## src/rtl/i2c_slave_regfile.sv

```systemverilog
// I2C target with 7-bit address, auto-incrementing register pointer,
// burst read/write to an application register bank and SCL stretching.
module i2c_slave_regfile #(
  parameter logic [6:0] SLV_ADDR   = 7'h42,
  parameter int         NREGS      = 16,
  parameter int         SYNC       = 2,
  parameter bit         STRETCH_EN = 1'b1
) (
  input  logic                     clk,
  input  logic                     rst,
  input  logic                     sda_in,
  input  logic                     scl_in,
  output logic                     sda_out,
  output logic                     scl_out,
  output logic                     wr_en,
  output logic [$clog2(NREGS)-1:0] wr_addr,
  output logic [7:0]               wr_data,
  output logic [$clog2(NREGS)-1:0] rd_addr,
  input  logic [7:0]               rd_data,
  input  logic                     app_busy,
  output logic                     bus_active
);

  localparam int AW = $clog2(NREGS);
  localparam logic [AW-1:0] PONE = 1;

  typedef enum logic [2:0] {
    IDLE, ADDR, ADDR_ACK, PTR, WR_BYTE, RD_BYTE, WAIT_STOP
  } state_t;

  state_t          state_q, state_d;
  logic [SYNC-1:0] sda_sq, scl_sq;
  logic [3:0]      cnt_q, cnt_d;
  logic [6:0]      sh_q, sh_d;
  logic [AW-1:0]   ptr_q, ptr_d;
  logic [AW-1:0]   waddr_q, waddr_d;
  logic [7:0]      wdata_q, wdata_d;
  logic            sda_q, sda_d;
  logic            rw_q, rw_d;
  logic            act_q, act_d;
  logic            wen_q, wen_d;
  logic            str_q, str_d;

  logic sda_s, sda_p, scl_s, scl_p;
  logic scl_rise, scl_fall, start_c, stop_c;
  logic [7:0] rx;

  always_ff @(posedge clk or posedge rst) begin
    if (rst) begin
      sda_sq <= '1;
      scl_sq <= '1;
    end else begin
      sda_sq <= {sda_sq[SYNC-2:0], sda_in};
      scl_sq <= {scl_sq[SYNC-2:0], scl_in};
    end
  end

  assign sda_s    = sda_sq[SYNC-2];
  assign sda_p    = sda_sq[SYNC-1];
  assign scl_s    = scl_sq[SYNC-2];
  assign scl_p    = scl_sq[SYNC-1];
  assign scl_rise = scl_s & ~scl_p;
  assign scl_fall = ~scl_s & scl_p;
  assign start_c  = scl_s & sda_p & ~sda_s;
  assign stop_c   = scl_s & ~sda_p & sda_s;
  assign rx       = {sh_q, sda_s};

  // cnt counts SCL rises: 0..7 data, 8 = ACK bit, 9 = ACK sampled
  always_comb begin
    state_d = state_q;
    cnt_d   = cnt_q;
    sh_d    = sh_q;
    ptr_d   = ptr_q;
    waddr_d = waddr_q;
    wdata_d = wdata_q;
    sda_d   = sda_q;
    rw_d    = rw_q;
    act_d   = act_q;
    wen_d   = 1'b0;
    if (start_c) begin
      state_d = ADDR;
      cnt_d   = 4'd0;
      act_d   = 1'b1;
      sda_d   = 1'b1;
    end else if (stop_c) begin
      state_d = IDLE;
      cnt_d   = 4'd0;
      act_d   = 1'b0;
      sda_d   = 1'b1;
    end else begin
      unique case (state_q)
        IDLE, WAIT_STOP: ;
        ADDR: begin
          if (scl_rise) begin
            sh_d  = rx[6:0];
            cnt_d = cnt_q + 4'd1;
            if (cnt_q == 4'd7) begin
              if (rx[7:1] == SLV_ADDR) begin
                state_d = ADDR_ACK;
                rw_d    = rx[0];
              end else begin
                state_d = IDLE;
                cnt_d   = 4'd0;
              end
            end
          end
        end
        ADDR_ACK, PTR, WR_BYTE: begin
          if (scl_rise) begin
            if (cnt_q < 4'd8) begin
              sh_d  = rx[6:0];
              cnt_d = cnt_q + 4'd1;
              if (cnt_q == 4'd7 && state_q == PTR)
                ptr_d = rx[AW-1:0];
              if (cnt_q == 4'd7 && state_q == WR_BYTE) begin
                wen_d   = 1'b1;
                waddr_d = ptr_q;
                wdata_d = rx;
              end
            end else begin
              cnt_d = 4'd9;
            end
          end else if (scl_fall) begin
            if (cnt_q == 4'd8) begin
              sda_d = 1'b0;
            end else if (cnt_q == 4'd9) begin
              sda_d = 1'b1;
              cnt_d = 4'd0;
              if (state_q == ADDR_ACK && rw_q) begin
                state_d = RD_BYTE;
                sh_d    = rd_data[6:0];
                sda_d   = rd_data[7];
              end else if (state_q == ADDR_ACK) begin
                state_d = PTR;
              end else if (state_q == PTR) begin
                state_d = WR_BYTE;
              end else begin
                ptr_d = ptr_q + PONE;
              end
            end
          end
        end
        RD_BYTE: begin
          if (scl_rise) begin
            if (cnt_q < 4'd8) begin
              cnt_d = cnt_q + 4'd1;
            end else if (!sda_s) begin
              cnt_d = 4'd9;
              ptr_d = ptr_q + PONE;
            end else begin
              state_d = WAIT_STOP;
              cnt_d   = 4'd0;
              sda_d   = 1'b1;
            end
          end else if (scl_fall) begin
            if (cnt_q == 4'd9) begin
              sh_d  = rd_data[6:0];
              sda_d = rd_data[7];
              cnt_d = 4'd0;
            end else if (cnt_q == 4'd8) begin
              sda_d = 1'b1;
            end else if (cnt_q != 4'd0) begin
              sh_d  = {sh_q[5:0], 1'b0};
              sda_d = sh_q[6];
            end
          end
        end
        default: state_d = IDLE;
      endcase
    end
  end

  // Stretch starts only on the ACK falling edge, when SCL is already low
  assign str_d = STRETCH_EN && app_busy && !scl_s &&
                 (str_q || (scl_fall && cnt_q == 4'd9));

  always_ff @(posedge clk or posedge rst) begin
    if (rst) begin
      state_q <= IDLE;
      cnt_q   <= 4'd0;
      sh_q    <= '0;
      ptr_q   <= '0;
      waddr_q <= '0;
      wdata_q <= '0;
      sda_q   <= 1'b1;
      rw_q    <= 1'b0;
      act_q   <= 1'b0;
      wen_q   <= 1'b0;
      str_q   <= 1'b0;
    end else begin
      state_q <= state_d;
      cnt_q   <= cnt_d;
      sh_q    <= sh_d;
      ptr_q   <= ptr_d;
      waddr_q <= waddr_d;
      wdata_q <= wdata_d;
      sda_q   <= sda_d;
      rw_q    <= rw_d;
      act_q   <= act_d;
      wen_q   <= wen_d;
      str_q   <= str_d;
    end
  end

  assign sda_out    = sda_q;
  assign scl_out    = STRETCH_EN ? ~str_q : 1'b1;
  assign wr_en      = wen_q;
  assign wr_addr    = waddr_q;
  assign wr_data    = wdata_q;
  assign rd_addr    = ptr_q;
  assign bus_active = act_q;

endmodule

```

## config.mk

```make
export PLATFORM = sky130hd
export DESIGN_NAME = i2c_slave_regfile
export DESIGN_NICKNAME = d
export VERILOG_FILES = /design/src/rtl/i2c_slave_regfile.sv
export SDC_FILE = /design/constraint.sdc
export NUM_CORES = 1
export LEC_CHECK = 0
export ABC_AREA = 0
export CORE_ASPECT_RATIO = 1.75
export CORE_UTILIZATION = 45
export DETAILED_ROUTE_END_ITERATION = 10
export PLACE_DENSITY = 0.68
export REMOVE_ABC_BUFFERS = 1
export SLEW_MARGIN = 25
export SYNTH_ARGS = -nofsm -noshare
export SYNTH_HDL_FRONTEND = slang
export SYNTH_SLANG_ARGS = --single-unit
```

## constraint.sdc

```tcl
create_clock -name clk -period 3.5 [get_ports clk]
set_input_delay 0.7 -clock clk [delete_from_list [all_inputs] [get_ports clk]]
set_output_delay 0.7 -clock clk [all_outputs]
set_load 0.05 [all_outputs]
```

==> results of run 1 <==
routing by layer:
metal | part of all wire (%) | GRT usage [%]
met1 | 42 | 28.2
met2 | 52 | 37.1
met3 | 2.2 | 2.91
met4 | 3.6 | 11.8
met5 | 0 | 0
cells in the mapped netlist (3+ instances only):
master / n / area [sq um]
dfrtp_1: 34 / 851
mux2_2: 17 / 191
nand2b_1: 10 / 62.6
nand2_1: 14 / 52.6
ha_1: 7 / 87.6
o21ai_0: 13 / 65.1
mux2_4: 9 / 135
inv_1: 12 / 45.0
dfstp_2: 5 / 131
nor3_1: 3 / 15.0
a31oi_1: 5 / 31.3
o2111ai_1: 3 / 26.3
o22a_1: 4 / 35.0
clkbuf_1: 4 / 15.0
o32ai_1: 3 / 26.3
o22ai_1: 3 / 18.8
a21oi_1: 16 / 80.1
nand3b_1: 4 / 30.0
buf_2: 3 / 15.0
o21a_1: 3 / 22.5
nor2_1: 9 / 33.8
cells by family (layout without fill, tap and decap cells):
kind of cell | after synthesis | after routing | share of synthesized area, %
simple gates | 62 | 62 | 15.5
xor+xnor | 2 | 2 | 0.734
fa+ha+maj | 7 | 7 | 3.67
mux | 28 | 28 | 14.5
flops | 39 | 39 | 41.1
buf+inv | 23 | 57 | 5.13
compound gates | 68 | 68 | 19.3
state kept, by name (all words and copies together), names as in the netlist, 2 cells and up:
register	count
sda_sq	2
wr_data	8
wr_addr	4
state_q	3
rd_addr	4
sh_q	7
cnt_q	4
scl_sq	2
where the power goes:
group	internal, W	total, W	switching (W)
sequential	0.000536	0.000686	0.000150
combinational	0.000299	0.000662	0.000363
clock	0.000140	0.000298	0.000158
total	0.000975	0.00165	0.000671
through the flow:
| stage | area (sq um) | total power (W) |
|---|---|---|
| 3_3_place_gp | 2750 | 0.00135 |
| 4_1_cts | 2830 | 0.00166 |
| 3_5_place_dp | 2750 | 0.00136 |
| 6_report | 2830 | 0.00165 |
| 2_1_floorplan | 2310 | 0.00114 |
| 5_1_grt | 2830 | 0.00176 |
critical path, stage by stage, from the launching register on:
cell and delay, ns:
dfstp_2 0.65, xor2_1 0.11, and2_4 0.20, or3_4 0.41, nor3_4 0.39, buf_12 0.20, mux2_2 0.33
cell type report:
cell class | instances | area [sq um]
Multi-Input combinational cell | 167 | 1280
Sequential cell | 39 | 982
Clock inverter | 1 | 5.00
Inverter | 12 | 45.0
Clock buffer | 7 | 76.3
Timing Repair Buffer | 37 | 370
Tap cell | 54 | 67.6
Fill cell | 468 | 2190
how the worst max path moves through the flow:
stage	startpoint	endpoint	slack, ns	cells after the start
floorplan	scl_sq[0]	wr_data[0]	0.85	5
global placement	sda_sq[0]	wr_data[1]	1.11	6
detailed placement	sda_sq[0]	wr_data[1]	1.09	6
CTS	sda_sq[0]	wr_data[1]	1.08	6
global route	scl_sq[0]	rd_addr[0]	0.86	7
finish	sda_sq[0]	wr_data[1]	1.09	6
layout by cell type, fill, tap and decap left out, drive strengths merged, types with 3 or more instances in the layout:
cell and instances:
a21oi 16, a31oi 5, buf 5, clkbuf 7, clkdlybuf4s50 32, dfrtp 34
dfstp 5, ha 7, inv 12, mux2 26, nand2 14, nand2b 10
nand3b 5, nor2 9, nor3 5, o2111ai 3, o21a 4, o21ai 13
o22a 4, o22ai 3, o32ai 3
==> metrics.sh, run 1 <==
OUTCOME='finished, final reports clean'
DRTITER0DRC=59
DETAILEDROUTE.FIRSTPASSITERATIONCOUNT=4
CLOCKROOTBUFFER='clkbuf_8'
GRT-OVFL-TOTAL=0
R2R_SLACK_NS=1.09
POWER.STATIC_LEAKAGE_nW=1.18
POST-ROUTE-UTIL_PCT=56.4
CRITICAL_PATH_ARRIVAL_NS=2.59
POWER.DENSITY_CELL_AREA_nW_PER_UM2=582
FIN_TNS_SETUP_NS=0
HOLD_PATH_CLASS='flop to flop'
YS_FF_LATCH=39
POST-ROUTE-PERIOD-UTIL_PCT=69.0
CRITICAL_PATH.MAX_FANOUT=9
FINAL.SETUP_SKEW_NS=0.00279
HOLDBUFCOUNTCTS=0
DESIGN.FINAL.NETS=282
MAXCAPVIOLCOUNT=0
FLOW.AREA_GROWTH_FROM_SYNTHESIS_PCT=18.5
PLACEABLECOREAREA_SQ_UM=5020
RR_STARTPOINT='sda_sq[0]'
FRACTION_OF_FINAL_LAYOUT_CELLS_SIZED_BEYOND_DRIVE_STRENGTH_1_PCT=18.6
CTS_TREE='built'
GRT_PASS1_WL_UM=9770
DETAIL_ROUTE.WIRELENGTH_UM=5750
CTS-HTREE-LEVELS=2
FP.DIEAREA_SQ_UM=5620
OVERALL_FRACTION_OF_GLOBAL_ROUTE_TRACKS_IN_USE_PCT=22.5
SYNTH.YOSYS.WARNINGS=0
WORST_EP_REQUIRED_TIME_NS=3.68
PLACE_WORST_SETUP_SLACK_NS=1.09
HOLDPATHEND='scl_sq[1]'
CLK_LATENCY_WORST_SKEW_PAIR_NS=0.29
SYNTH_CELL_TYPE_COUNT=57
SETUP.WORST_PATH.CLASS='flop to flop'
SYNTH_FLOP_CELL='dfrtp_1'
NUMBER_OF_INSERTED_DIODES=0
CRITPATHCAPTURETYPE='flop'
MIN_PERIOD_NS=2.41
FINALSETUPVIOLATIONS=0
POSTCTSRESIZEDCELLS=0
ASYNC_RESET_FF_SHARE_PCT=100
HOLDWS_NS=0.414
HPWLAFTERDP_UM=4130
INITIAL_UTILIZATION_PCT=47.6
ROUTE.ANTENNA.REMAINING_NETS=0
TIMING.CRITICAL_PATH.FROM_TYPE='flop'
STDCELL_COUNT=317
GLOBALPLACE.CONGESTION=0.901
SLEW_HEADROOM_PCT=58.5
CTS_MAX_PATH_BUFFERS=2
RSZ0062_AT_GRT='false'
WORST_HOLD_STARTPOINT='scl_sq[0]'
DIE_W_UM=57.1
VIAS_PER_CELL=5.99
GRT_PASS1_VIAS=1987
DESIGN.PORTCOUNT=33
NETLIST_INSTANCES=229
SYNTH_AREA_SQ_UM=2390
AVGSYNTHCELLAREA_SQ_UM=10.4
COUNT_OF_FLIP_FLOPS_WITH_A_BUILT_IN_ENABLE_AFTER_SYNTHESIS=0
PLACEMENT.IO_BUFFERS=32
CLKSLEWWORSTSETUPHOLDPATHS_NS=0.08
POST-ROUTE-WORST-SETUP-SLACK_NS=1.09
DPL.CELL_COUNT=309
FINAL-HOLD-VIOLATION-COUNT=0
CTS_INSERTED_BUFFERS=5
NUM_VIAS=1898
WORST-SLEW-PIN-TRANSITION_NS=0.621
R2R.WORST_PATH.CELLS=6
GRT_START_MAX_NET_PINS=40
PLACEMENTROWS=34
FMAX_MHz=414
ROUTE.DETAILED.DRC=0
DIE_HEIGHT_UM=98.4
NUMBER_OF_ANTENNA_VIOLATIONS_AT_THE_FIRST_CHECK_IN_GLOBAL_ROUTING=0
TIMING.HOLD.WORST_PATH_DEPTH=0
SLEW_VIOL_FINAL=0
WL_PER_CELL_UM=18.2
VDD_IR_DROP_MAX_uV=370
CTS_POST_SETUP_BUFFERS_INSERTED=0
WORST_R2R_ENDPOINT='wr_data[1]'
SYNTH_SEQUENTIAL_AREA_RATIO_PCT=41.1
COUNT_OF_CLOCK_TREE_SINKS=39
(Power assumes the default switching activity.)
==> run 2, diff against run 1 <==
- clock period: 3.5 -> 2.5 ns (I/O delays scaled with it)
==> run 2 against run 1 <==
Non-clock buffer count up 7. Core utilization up 1.7 points. Combinational power is 54% higher. Wire length rose by 1.5%. Setup slack worse by 0.89 ns. Critical path depth grew 1. Hold slack better by 0.0034 ns. Cell count rose by 2.2%. First-iteration DRC count grew 22%. Critical path type unchanged. Critical endpoint is now rd_addr[0]. Largest cell class unchanged.
==> metrics.sh, run 2 (synthesized netlist as in run 1, its figures left out) <==
GRT-OVFL-TOTAL=0  # unchanged
LAYOUT.CELL_AREA.NON_FILLER_SQ_UM=2920  # +3.1%
WORST_R2R_ENDPOINT='rd_addr[0]'
CTS_MAX_PATH_BUFFERS=2  # unchanged
CRITICAL_PATH.MAX_FANOUT=8  # -1
PLACEMENT.IO_BUFFERS=32  # unchanged
FLOW.AREA_GROWTH_FROM_SYNTHESIS_PCT=22.2
VDD_IR_DROP_MAX_uV=653  # +76%
CELL_CLASS_CONTRIBUTING_THE_BIGGEST_SHARE_OF_WORST_PATH_DELAY='compound AO/OA/AOI/OAI gates'
HOLDBUFCOUNTCTS=0  # unchanged
CTS-HTREE-LEVELS=2  # unchanged
RR_STARTPOINT='scl_sq[0]'
RSZ0062_AT_GRT='false'
CLKSLEWWORSTSETUPHOLDPATHS_NS=0.08  # about the same
FINALSETUPVIOLATIONS=0  # unchanged
SETUP.WORST_PATH.CLASS='flop to flop'
WL_PER_CELL_UM=18.0  # -0.72%
CTS_TREE='built'
POST-ROUTE-PERIOD-UTIL_PCT=92.4  # +23 points
VIAS_PER_CELL=5.98  # -0.15%
INITIAL_UTILIZATION_PCT=47.6  # unchanged
FINAL_COMMON_CELL='dfrtp_1'
CLK_LATENCY_WORST_SKEW_PAIR_NS=0.29  # about the same
FINAL-HOLD-VIOLATION-COUNT=0  # unchanged
MIN_PERIOD_NS=2.31  # -0.105 ns
CRITPATHCAPTURETYPE='flop'
MAXCAPVIOLCOUNT=0  # unchanged
SLOWEST_DELAY_NS=0.61  # -0.04 ns
FIN_TOTAL_PWR_W=0.00248  # +50%
COUNT_OF_CLOCK_TREE_SINKS=39  # unchanged
MOSTFREQUENTLAYOUTCELLS='dfrtp_1 (34), clkdlybuf4s50_1 (32), mux2_2 (17)'
NUMBER_OF_ANTENNA_VIOLATIONS_AT_THE_FIRST_CHECK_IN_GLOBAL_ROUTING=0  # unchanged
HOLDPATHEND='scl_sq[1]'
FP.DIEAREA_SQ_UM=5620  # unchanged
CRIT_SLOWEST_CELL='dfstp_2'
OVERALL_FRACTION_OF_GLOBAL_ROUTE_TRACKS_IN_USE_PCT=22.4  # -0.087 points
DETAIL_ROUTE.WIRELENGTH_UM=5840  # +1.5%
WORST-SLEW-PIN-TRANSITION_NS=0.518  # -0.104 ns
FRACTION_OF_FINAL_LAYOUT_CELLS_SIZED_BEYOND_DRIVE_STRENGTH_1_PCT=21.5  # +2.9 points
DETAILEDROUTE.FIRSTPASSITERATIONCOUNT=4  # unchanged
OUTCOME='finished, final reports clean'
ROUTE.ANTENNA.REMAINING_NETS=0  # unchanged
ROUTE.DETAILED.DRC=0  # unchanged
LARGEST_REGISTER_FF_COUNT=8  # unchanged
FINAL.SETUP_SKEW_NS=0.00970  # +0.00690 ns
DIE_W_UM=57.1  # unchanged
DIE_HEIGHT_UM=98.4  # unchanged
GRT_PASS1_WL_UM=9730  # -0.42%
DESIGN.FINAL.NETS=289  # +2.5%
DESIGN.PORTCOUNT=33  # unchanged
HPWLAFTERDP_UM=4150  # +0.56%
TIMING.CRITICAL_PATH.FROM_TYPE='flop'
NUMBER_OF_INSERTED_DIODES=0  # unchanged
WORST_EP_REQUIRED_TIME_NS=2.66  # -1.02 ns
GRT_START_MAX_NET_PINS=40  # unchanged
FIN_TNS_SETUP_NS=0  # unchanged
FMAX_MHz=433  # +4.6%
SLEW_HEADROOM_PCT=65.0  # +6.5 points
PLACEABLECOREAREA_SQ_UM=5020  # unchanged
TIMING.HOLD.WORST_PATH_DEPTH=0  # unchanged
WORST_HOLD_STARTPOINT='scl_sq[0]'
GLOBALPLACE.CONGESTION=0.893  # -0.97%
CRIT_PATH_CELL_TRACE='inv_1, ha_1, nand4bb_1, o32ai_1, o2111ai_2, mux2i_1, o31ai_1'
POWER.STATIC_LEAKAGE_nW=1.22  # +3.6%
SLEW_VIOL_FINAL=0  # unchanged
TIMING.CRITICAL_PATH.BUF_INV=1  # unchanged
GRT_PASS1_VIAS=1979  # -0.40%
PLACEMENTROWS=34  # unchanged
R2R_SLACK_NS=0.19  # -0.89 ns
DRTITER0DRC=72  # +22%
HOLD_PATH_CLASS='flop to flop'
CRITICAL_PATH_ARRIVAL_NS=2.47  # -0.12 ns
R2R.WORST_PATH.CELLS=7  # +1
CLOCKROOTBUFFER='clkbuf_8'
POWER.DENSITY_CELL_AREA_nW_PER_UM2=849  # +46%
NUM_VIAS=1937  # +2.1%
POST_DETAILED_PLACEMENT_CELL_AREA_SQ_UM=2800  # +1.9%
CTS_INSERTED_BUFFERS=5  # unchanged
run 2: cell types whose count changed in the layout (fill, tap and decap cells not counted), sizes merged:
cell,change
clkinv,-1
buf,+7
clkinvlp,+1
bufinv,+1
clkbuf,-1
run 2: worst max path at each step:
stage          startpoint    endpoint  cells after the start
6_report        scl_sq[0]  rd_addr[0]                      7
5_1_grt         scl_sq[0]  rd_addr[0]                      7
3_3_place_gp    scl_sq[0]  rd_addr[0]                      7
2_1_floorplan   scl_sq[0]  wr_data[0]                      5
3_5_place_dp    scl_sq[0]  rd_addr[0]                      7
4_1_cts         scl_sq[0]  rd_addr[0]                      7
run 2: metal layers:
metal  wire [um]  track usage [%]  vias up
li1            -                -      925
met1        2540             28.5      954
met2        2940             36.7       43
met3         186             3.18       15
met4         173             11.1        0
met5           0                0        -
run 2: where the power goes:
part	internal [W]	switching [W]	total, W
Combinational	0.000455	0.000567	0.00102
Clock	0.000298	0.000233	0.000531
Sequential	0.000751	0.000171	0.000922
Total	0.00150	0.000972	0.00248
run 2: cell type report:
type,count,area [sq um]
Clock buffer,6,72.6
Clock inverter,2,37.5
Fill cell,436,2100
Inverter,12,45.0
Multi-Input combinational cell,167,1290
Sequential cell,39,982
Tap cell,54,67.6
Timing Repair Buffer,44,423
run 2: worst reg2reg max path, stage by stage (launching register included):
cell       delay, ns
dfstp_2         0.61
inv_1           0.09
ha_1            0.32
nand4bb_1       0.19
o32ai_1         0.33
o2111ai_2       0.30
mux2i_1         0.25
o31ai_1         0.10
run 2: through the flow:
step           worst slack (ns)  utilization, %  instances  hold WS [ns]
2_1_floorplan            -0.147               -        218         0.392
3_3_place_gp              0.232            55.8        316         0.404
3_5_place_dp              0.184            55.8        316         0.412
4_1_cts                   0.122            58.0        324         0.423
5_1_grt                  0.0596            58.1        324         0.438
6_report                  0.191            58.1        324         0.417
run 2: what timing repair did:
item,CTS,global route
setup buffers,0,0
setup endpoints to repair,0,1
gates resized for setup,0,1
==> run 3, diff against run 2 <==
- CORE_MARGIN: unset -> 2
==> run 3 against run 2 <==
Cell area is 0.30% lower. Sequential power barely moved. Via count down 0.57%. Largest cell class unchanged. Largest power group unchanged.
==> metrics.sh, run 3 (synthesized netlist as in run 1, its figures left out) <==
ROUTE.DETAILED.DRC=0  # unchanged
DIE_HEIGHT_UM=100  # +2.0%
RR_STARTPOINT='scl_sq[0]'
PLACEMENTROWS=35  # +2.9%
CRITICAL_PATH.MAX_FANOUT=8  # unchanged
WORST-SLEW-PIN-TRANSITION_NS=0.546  # +0.0280 ns
SLEW_VIOL_FINAL=0  # unchanged
NUM_VIAS=1926  # -0.57%
CTS-HTREE-LEVELS=2  # unchanged
NUMBER_OF_INSERTED_DIODES=0  # unchanged
CLKSLEWWORSTSETUPHOLDPATHS_NS=0.08  # about the same
GRT_PASS1_VIAS=1959  # -1.0%
SLOWEST_DELAY_NS=0.60  # about the same
FINAL.SETUP_SKEW_NS=0.00763  # -0.00206 ns
LARGEST_REGISTER_FF_COUNT=8  # unchanged
CTS_INSERTED_BUFFERS=5  # unchanged
TIMING.CRITICAL_PATH.BUF_INV=1  # unchanged
CLOCKROOTBUFFER='clkbuf_8'
DESIGN.FINAL.NETS=291  # +0.69%
CRITPATHCAPTURETYPE='flop'
POWER.DENSITY_CELL_AREA_nW_PER_UM2=806  # -5.0%
FLOW.AREA_GROWTH_FROM_SYNTHESIS_PCT=21.8
COUNT_OF_CELL_INSTANCES_TRAVERSED_BY_THE_CRITICAL_PATH=7  # unchanged
VDD_IR_DROP_MAX_uV=447  # -31%
FINAL-HOLD-VIOLATION-COUNT=0  # unchanged
DETAIL_ROUTE.WIRELENGTH_UM=5810  # -0.51%
R2R_SLACK_NS=0.23  # +0.03 ns
VIAS_PER_CELL=5.89  # -1.5%
HOLD_PATH_CLASS='flop to flop'
CLK_LATENCY_WORST_SKEW_PAIR_NS=0.30  # about the same
GRT_START_MAX_NET_PINS=40  # unchanged
WORST_HOLD_STARTPOINT='scl_sq[0]'
FRACTION_OF_FINAL_LAYOUT_CELLS_SIZED_BEYOND_DRIVE_STRENGTH_1_PCT=22.1  # +0.58 points
FP.DIEAREA_SQ_UM=5930  # +5.6%
STDCELL_COUNT=327  # +0.93%
FINALSETUPVIOLATIONS=0  # unchanged
MIN_PERIOD_NS=2.27  # -0.0342 ns
COUNT_OF_CLOCK_TREE_SINKS=39  # unchanged
POST-ROUTE-PERIOD-UTIL_PCT=91.0  # -1.4 points
CRIT_SLOWEST_CELL='dfstp_2'
OUTCOME='finished, final reports clean'
TIMING.CRITICAL_PATH.FROM_TYPE='flop'
OVERALL_FRACTION_OF_GLOBAL_ROUTE_TRACKS_IN_USE_PCT=21.4  # -1.0 points
CTS_MAX_PATH_BUFFERS=2  # unchanged
HPWLAFTERDP_UM=4250  # +2.4%
CRIT_PATH_CELL_TRACE='inv_1, ha_1, nand4bb_1, o32ai_1, o2111ai_2, mux2i_1, o31ai_1'
CELL_CLASS_CONTRIBUTING_THE_BIGGEST_SHARE_OF_WORST_PATH_DELAY='compound AO/OA/AOI/OAI gates'
GLOBALPLACE.CONGESTION=0.905  # +1.4%
FMAX_MHz=440  # +1.5%
PLACEABLECOREAREA_SQ_UM=5210  # +3.8%
WL_PER_CELL_UM=17.8  # -1.4%
PLACEMENT.IO_BUFFERS=32  # unchanged
CTS_TREE='built'
SETUP.WORST_PATH.CLASS='flop to flop'
FINAL_COMMON_CELL='dfrtp_1'
MOSTFREQUENTLAYOUTCELLS='dfrtp_1 (34), clkdlybuf4s50_1 (32), mux2_2 (17)'
POWER.STATIC_LEAKAGE_nW=1.22  # about the same
NUMBER_OF_ANTENNA_VIOLATIONS_AT_THE_FIRST_CHECK_IN_GLOBAL_ROUTING=0  # unchanged
R2R.WORST_PATH.CELLS=7  # unchanged
INITIAL_UTILIZATION_PCT=45.8  # -1.7 points
MAXCAPVIOLCOUNT=0  # unchanged
WORST_EP_REQUIRED_TIME_NS=2.67  # about the same
DIE_W_UM=59.1  # +3.5%
HOLDWS_NS=0.416  # -0.00102 ns
SLEW_HEADROOM_PCT=63.4  # -1.6 points
ROUTE.ANTENNA.REMAINING_NETS=0  # unchanged
DETAILEDROUTE.FIRSTPASSITERATIONCOUNT=4  # unchanged
TIMING.HOLD.WORST_PATH_DEPTH=0  # unchanged
CRITICAL_PATH_ARRIVAL_NS=2.45  # -0.02 ns
DESIGN.PORTCOUNT=33  # unchanged
DRTITER0DRC=60  # -17%
WORST_R2R_ENDPOINT='rd_addr[0]'
GRT_PASS1_WL_UM=9670  # -0.65%
GRT-OVFL-TOTAL=0  # unchanged
RSZ0062_AT_GRT='false'
DPL.CELL_COUNT=319  # +0.95%
HOLDPATHEND='scl_sq[1]'
==> run 3: worst max-delay path by stage <==
| stage | startpoint | endpoint | slack [ns] |
|---|---|---|---|
| 2_1_floorplan | scl_sq[0] | wr_data[0] | -0.15 |
| 3_3_place_gp | scl_sq[0] | rd_addr[0] | 0.21 |
| 3_5_place_dp | scl_sq[0] | rd_addr[0] | 0.19 |
| 4_1_cts | scl_sq[0] | rd_addr[0] | 0.17 |
| 5_1_grt | scl_sq[0] | rd_addr[0] | 0.04 |
| 6_report | scl_sq[0] | rd_addr[0] | 0.23 |
==> run 3: metrics by stage <==
step | util [%] | power (W) | setup TNS (ns) | setup slack, ns | cell area (sq um)
after CTS | 55.7 | 0.00235 | 0 | 0.166 | 2900
after global placement | 54.1 | 0.00191 | 0 | 0.211 | 2820
after floorplan | - | 0.00159 | -1.30 | -0.147 | 2310
after detailed placement | 54.1 | 0.00192 | 0 | 0.193 | 2820
final | 55.8 | 0.00234 | 0 | 0.225 | 2910
after global routing | 55.8 | 0.00251 | 0 | 0.0361 | 2910
==> run 3: worst reg2reg max path, cell delays in order, from the launching register on <==
cell and delay [ns]:
dfstp_2 0.60, inv_1 0.08, ha_1 0.32, nand4bb_1 0.19, o32ai_1 0.35, o2111ai_2 0.31, mux2i_1 0.22, o31ai_1 0.08
==> run 3: area by class of cell <==
cell class,count,area [sq um]
clock buffers,6,72.6
clock inverters,2,12.5
fillers,459,2300
inverters,12,45.0
multi-input cells,167,1290
flip-flops and latches,39,982
well taps,55,68.8
repair buffers,46,438
==> run 3: report_power, final <==
group / internal (W) / total (W) / switching [W]
clock network: 0.000195 / 0.000421 / 0.000226
registers: 0.000751 / 0.000923 / 0.000172
logic: 0.000451 / 0.00100 / 0.000550
total: 0.00140 / 0.00234 / 0.000948
==> run 3: routing by layer <==
layer / up-vias / share of wire, % / track usage (%)
li1: 927 / - / -
met1: 941 / 42 / 26.0
met2: 44 / 53 / 36.0
met3: 14 / 2.7 / 2.71
met4: 0 / 2.9 / 11.2
met5: - / 0 / 0
==> run 3: timing repair <==
item	in CTS	in global routing
setup endpoints to repair	0	3
hold buffers	0	0
buffers inserted	0	0
resized for setup	0	1
endpoints found under the hold margin	0	0
